[config.mk]
export PLATFORM = sky130hd
export DESIGN_NAME = regfile_wb_arbiter
export DESIGN_NICKNAME = d
export VERILOG_FILES = /design/src/rtl/regfile_wb_arbiter.sv
export SDC_FILE = /design/constraint.sdc
export NUM_CORES = 1
export LEC_CHECK = 0
export CORE_MARGIN = 3
export CORE_UTILIZATION = 40
export CTS_CLUSTER_SIZE = 30
export DETAILED_ROUTE_END_ITERATION = 12
export PLACE_DENSITY = 0.63
export SETUP_SLACK_MARGIN = 0.02
export SLEW_MARGIN = 40
export SYNTH_ARGS = -nofsm -noshare
export SYNTH_HDL_FRONTEND = slang
export SYNTH_SLANG_ARGS = --single-unit
[constraint.sdc]
create_clock -name clk -period 5.7 [get_ports clk]
set_input_delay 1.14 -clock clk [delete_from_list [all_inputs] [get_ports clk]]
set_output_delay 1.14 -clock clk [all_outputs]
set_load 0.01 [all_outputs]
[src/rtl/regfile_wb_arbiter.sv]
// regfile_wb_arbiter: sole writer of the register file write port.
// Optional starvation guard is enabled by defining STARVE_GUARD_EN.
module regfile_wb_arbiter #(
    parameter int DEPTH        = 4,
    parameter int STARVE_LIMIT = 8
) (
    input  logic                   clk,
    input  logic                   rst_n,
    input  logic                   pipe_we,
    input  logic [4:0]             pipe_rd,
    input  logic [31:0]            pipe_wd,
    input  logic                   lu_valid,
    output logic                   lu_ready,
    input  logic [4:0]             lu_rd,
    input  logic [31:0]            lu_wd,
    output logic                   we3,
    output logic [4:0]             a3,
    output logic [31:0]            wd3,
    output logic [31:0]            pending,
    output logic [$clog2(DEPTH):0] fifo_count,
    output logic                   wb_stall
);

    localparam int PW = $clog2(DEPTH);
    localparam int CW = PW + 1;

    // FIFO storage; the live bit doubles as occupancy for pending
    logic [4:0]       r_rd [DEPTH];
    logic [31:0]      r_wd [DEPTH];
    logic [DEPTH-1:0] r_live;
    logic [PW-1:0]    r_wp;
    logic [PW-1:0]    r_rp;
    logic [CW-1:0]    r_count;

    // registered write port
    logic             r_we3;
    logic [4:0]       r_a3;
    logic [31:0]      r_wd3;

    logic             w_pipe_win;
    logic             w_empty;
    logic             w_pop;
    logic             w_push;
    logic             w_push_live;
    logic [4:0]       w_head_rd;
    logic [31:0]      w_head_wd;
    logic             w_head_live;
    logic [DEPTH-1:0] w_live_nxt;
    logic [31:0]      w_pending;

    assign w_pipe_win  = pipe_we & (pipe_rd != 5'd0);
    assign w_empty     = (r_count == '0);
    assign w_pop       = ~w_pipe_win & ~w_empty;
    assign lu_ready    = (r_count < CW'(DEPTH));
    // rd==0 completes the handshake but is never stored
    assign w_push      = lu_valid & lu_ready & (lu_rd != 5'd0);
    // a result for the register the pipeline writes now is already stale
    assign w_push_live = ~(w_pipe_win & (lu_rd == pipe_rd));

    assign w_head_rd   = r_rd[r_rp];
    assign w_head_wd   = r_wd[r_rp];
    assign w_head_live = r_live[r_rp];

    // next live bits: squash matching entries, retire head, add new tail
    always_comb begin
        w_live_nxt = r_live;
        for (int i = 0; i < DEPTH; i++) begin
            if (w_pipe_win && (r_rd[i] == pipe_rd)) begin
                w_live_nxt[i] = 1'b0;
            end
        end
        if (w_pop) begin
            w_live_nxt[r_rp] = 1'b0;
        end
        if (w_push) begin
            w_live_nxt[r_wp] = w_push_live;
        end
    end

    // FIFO payload; contents are meaningless without a live bit
    always_ff @(posedge clk) begin
        if (w_push) begin
            r_rd[r_wp] <= lu_rd;
            r_wd[r_wp] <= lu_wd;
        end
    end

    // FIFO control state: pointers, count, live bits
    always_ff @(posedge clk or negedge rst_n) begin
        if (!rst_n) begin
            r_live  <= '0;
            r_wp    <= '0;
            r_rp    <= '0;
            r_count <= '0;
        end else begin
            r_live <= w_live_nxt;
            if (w_push) begin
                r_wp <= r_wp + PW'(1);
            end
            if (w_pop) begin
                r_rp <= r_rp + PW'(1);
            end
            unique case ({w_push, w_pop})
                2'b10:   r_count <= r_count + CW'(1);
                2'b01:   r_count <= r_count - CW'(1);
                default: r_count <= r_count;
            endcase
        end
    end

    // write port arbitration: pipeline first, then FIFO head
    always_ff @(posedge clk or negedge rst_n) begin
        if (!rst_n) begin
            r_we3 <= 1'b0;
            r_a3  <= '0;
            r_wd3 <= '0;
        end else if (w_pipe_win) begin
            r_we3 <= 1'b1;
            r_a3  <= pipe_rd;
            r_wd3 <= pipe_wd;
        end else if (w_pop) begin
            r_we3 <= w_head_live;
            if (w_head_live) begin
                r_a3  <= w_head_rd;
                r_wd3 <= w_head_wd;
            end
        end else begin
            r_we3 <= 1'b0;
        end
    end

    // pending mask from live entries; x0 never reported
    always_comb begin
        w_pending = '0;
        for (int i = 0; i < DEPTH; i++) begin
            if (r_live[i]) begin
                w_pending[r_rd[i]] = 1'b1;
            end
        end
        w_pending[0] = 1'b0;
    end

    assign we3        = r_we3;
    assign a3         = r_a3;
    assign wd3        = r_wd3;
    assign pending    = w_pending;
    assign fifo_count = r_count;

`ifdef STARVE_GUARD_EN
    localparam int SW = $clog2(STARVE_LIMIT + 1);

    logic [SW-1:0] r_starve;
    logic          r_stall;
    logic [SW-1:0] w_starve_nxt;

    // count consecutive cycles the queued head loses to the pipeline
    always_comb begin
        w_starve_nxt = '0;
        if (!w_empty && w_pipe_win) begin
            if (r_starve == SW'(STARVE_LIMIT)) begin
                w_starve_nxt = r_starve;
            end else begin
                w_starve_nxt = r_starve + SW'(1);
            end
        end
    end

    // starvation counter and registered stall request
    always_ff @(posedge clk or negedge rst_n) begin
        if (!rst_n) begin
            r_starve <= '0;
            r_stall  <= 1'b0;
        end else begin
            r_starve <= w_starve_nxt;
            r_stall  <= (w_starve_nxt == SW'(STARVE_LIMIT));
        end
    end

    assign wb_stall = r_stall;
`else
    // no guard: the limit has no effect and the stall is constant 0
    assign wb_stall = (STARVE_LIMIT < 0);
`endif

endmodule
==> flow_summary.ini <==
[clock_network]
post_cts_resized = 0
cts_num_sinks = 197
cts-root-buf = clkbuf_16
clock_latency_ns = 0.42
cts.htree.levels = 4
post_cts_buffers = 0
cts_tree = done
path_clk_slew_ns = 0.07
cts_buffer_depth = 2
numCtsBuffers = 17
holdBufCountCts = 0

[setup_path]
crit_path_end_kind = output pin
critical_path.slowest_cell = edfxtp_1
worstSetupStartpointType = flop
path_delay_family = simple AND/OR/NAND/NOR gates
max_stage_delay_ns = 0.61
path_buf_inv = 1
worstSetupPathType = flop to output pin
regToRegSetupSlack_ns = 3.07
worstPathArrival_ns = 2.55
path_cells = or3b_2 -> nor2_1 -> a21oi_1 -> o211ai_1 -> clkdlybuf4s50_1
r2r_start = r_rp[1]
required_ns = 4.56
r2r_end = wd3[14]
worst-path-max-fanout = 10
r2r.worst_path.cells = 5

[power_and_ir_drop]
powerDensity_nw_per_um2 = 440
p_leak_nw = 4.04
vdd_ir_drop_max_uv = 219

[grt]
antenna_found_initial = 1
gr-total-overflow = 0
grt_first_pass_wirelength_um = 35000
grt_max_degree = 50
track_usage = 0.185
grt_pass1_vias = 6150

[worst_hold_path]
hp-start = wd3[31]
holdPathEnd = wd3[31]
min_path_cells = 1
holdCritPathClass = flop to flop

[logic_synthesis]
synthAdderAreaFrac = 0.0142
synthMuxAreaShare = 0.188
synthCells = 579
avgSynthCellArea_sq_um = 16.1
yosysUniqueCellTypes = 45
synthSimpleGateAreaFrac = 0.0618
yosysSeqAreaShare = 0.609
synth_top_family_by_area = multiplexers
dominantRegCellSynth = edfxtp_1
async_flop_share = 0.249
synth_seq_cells = 197
yosysWarningCount = 0
synth_compound_area_frac = 0.0661
synth_top_area_frac = 0.477
synthXorXnorAreaFrac = 0.0282
synth_edf_count = 148
synth_area_leaders = edfxtp_1, dfrtp_1, mux4_2
synth_top_cell_by_area = edfxtp_1
netlist_area_sq_um = 9310

[timing]
setup_violations = 0
skew_ns = 0.0118
rsz0062_at_grt = no
fmax_mhz = 271
finalCritPeriodShare = 0.648
setup-tns-final_ns = 0
maxSlewHeadroom = 0.478
hold_violations = 0
drv_slew = 0
min_period_ns = 3.69
fin_ws_ns = 2.01
worstMarginPinSlew_ns = 0.781

[routing]
via_count = 5796
dr.pass1.iters = 5
wl_per_cell_um = 22.1
route.detailed.drc = 0
drt_iter0_markers = 470
ant_nets = 0
via_per_inst = 5.58
finalWirelength_um = 23000

[place]
gp_congestion = 0.894
portBuffers = 150
dp_hpwl_um = 14600
preCtsSetupSlack_ns = 1.64

[floorplan]
die_h_um = 159
num_io_pins = 153
fp.dieArea_sq_um = 25100
rows = 55
start_util = 0.409
core_area_sq_um = 22800
fp.dieW_um = 159

[final_layout]
drive_gt1_frac = 0.214
area_growth_pct = 24.6
num_antenna_cells = 0
fillCellCount = 1853
fin_nets = 800

[status]
status = completed

[flow_run]
maxCapViolCount = 0
-- final cells by class --
type	instances	area, sq um	area share
well taps	313	392	0.0337
multi-input cells	327	3360	0.289
clock buffers	20	437	0.0376
inverters	14	62.6	0.00539
flip-flops and latches	197	5670	0.489
repair buffers	155	1540	0.133
clock inverters	12	146	0.0126
-- per-stage QoR --
stage / instance area [sq um] / instances / hold slack, ns / utilization / power, mW
CTS: 11600 / 1038 / 0.512 / 0.509 / 5.17
floorplan: 9320 / 580 / 0.539 / - / 3.24
finish: 11600 / 1038 / 0.511 / 0.509 / 5.10
global route: 11600 / 1038 / 0.525 / 0.509 / 5.37
detailed placement: 11000 / 1006 / 0.495 / 0.484 / 3.97
global placement: 11000 / 1006 / 0.493 / 0.483 / 3.92
-- layout by cell type (no fill, tap or decap), drive strengths merged, types with 5 or more instances in the layout --
cell           synthesis  routed
xnor2                 19      19
o211ai                 7       7
nand3                 10      10
nor4                   5       5
edfxtp               148     148
ha                     9       9
clkbuf                21      20
and3                   8       8
inv                   13      18
clkinv                 1       5
mux4                  38      38
or3b                   6       6
clkdlybuf4s50          0     149
mux2i                  5       5
nand3b                10      10
a22oi                 15      15
mux2                  65      65
dfrtp                 49      49
xor2                  11      11
o22ai                 10      10
o221ai                15      15
nor2                  17      17
a21oi                 10      10
nand2                 22      22
and3b                  6       6
buf                   21       6
a221o                 10      10
nor3b                  8       8
-- metal layers --
layer / track usage / up-vias / part of all wire
met3: 0.0457 / 52 / 0.067
li1: - / 2560 / -
met4: 0.0602 / 2 / 0.016
met1: 0.244 / 2918 / 0.42
met5: 0 / - / 0.00057
met2: 0.303 / 264 / 0.50
-- Yosys cell counts, types with 3 or more instances --
cell       number
and3_1          8
or3b_2          6
a221o_1        10
xor2_1         11
o211ai_1        7
mux2_4         29
buf_4           4
nand3_1        10
mux2i_1         5
dfrtp_1        49
and3b_1         6
o2111ai_1       4
clkbuf_1       21
nand3b_1       10
o32ai_1         4
nand2_1        20
inv_1          13
or3_1           3
buf_6          10
ha_1            9
a22oi_1        15
a21oi_1        10
mux4_2         38
nor3b_1         8
buf_1           4
o221ai_1       15
mux2_2         35
o22ai_1        10
nor2_1         17
buf_2           3
edfxtp_1      148
xnor2_1        19
nor4_1          5
-- how the worst max path moves through the flow --
stage          cells after the start  slack [ns]  startpoint             to
3_5_place_dp                      12        1.64  pipe_rd[1]  fifo_count[2]
3_3_place_gp                      12        1.69  pipe_rd[1]  fifo_count[2]
6_report                           5        2.01  r_rd[3][2]     pending[9]
4_1_cts                            5        2.01  r_rd[3][2]     pending[9]
2_1_floorplan                     12        2.30  pipe_rd[1]  fifo_count[2]
5_1_grt                            5        1.93  r_rd[3][2]     pending[9]
-- report_power, final --
group | switching, mW | internal, mW
logic | 0.833 | 1.03
registers | 0.183 | 1.88
clock network | 0.526 | 0.658
total | 1.54 | 3.56
-- cell families after synthesis --
| kind of cell | after synthesis |
|---|---|
| compound gates | 78 |
| simple gates | 99 |
| fa+ha+maj | 10 |
| flops | 197 |
| other cells | 1 |
| buf+inv | 56 |
| mux | 108 |
| xor+xnor | 30 |
-- flip-flops by register name (all words and copies together), names as in the netlist --
register,cells
fifo_count,3
r_wp,2
a3,5
r_live,4
r_rd,20
r_rp,2
r_wd,128
we3,1
wd3,32
(Power assumes the default switching activity.)
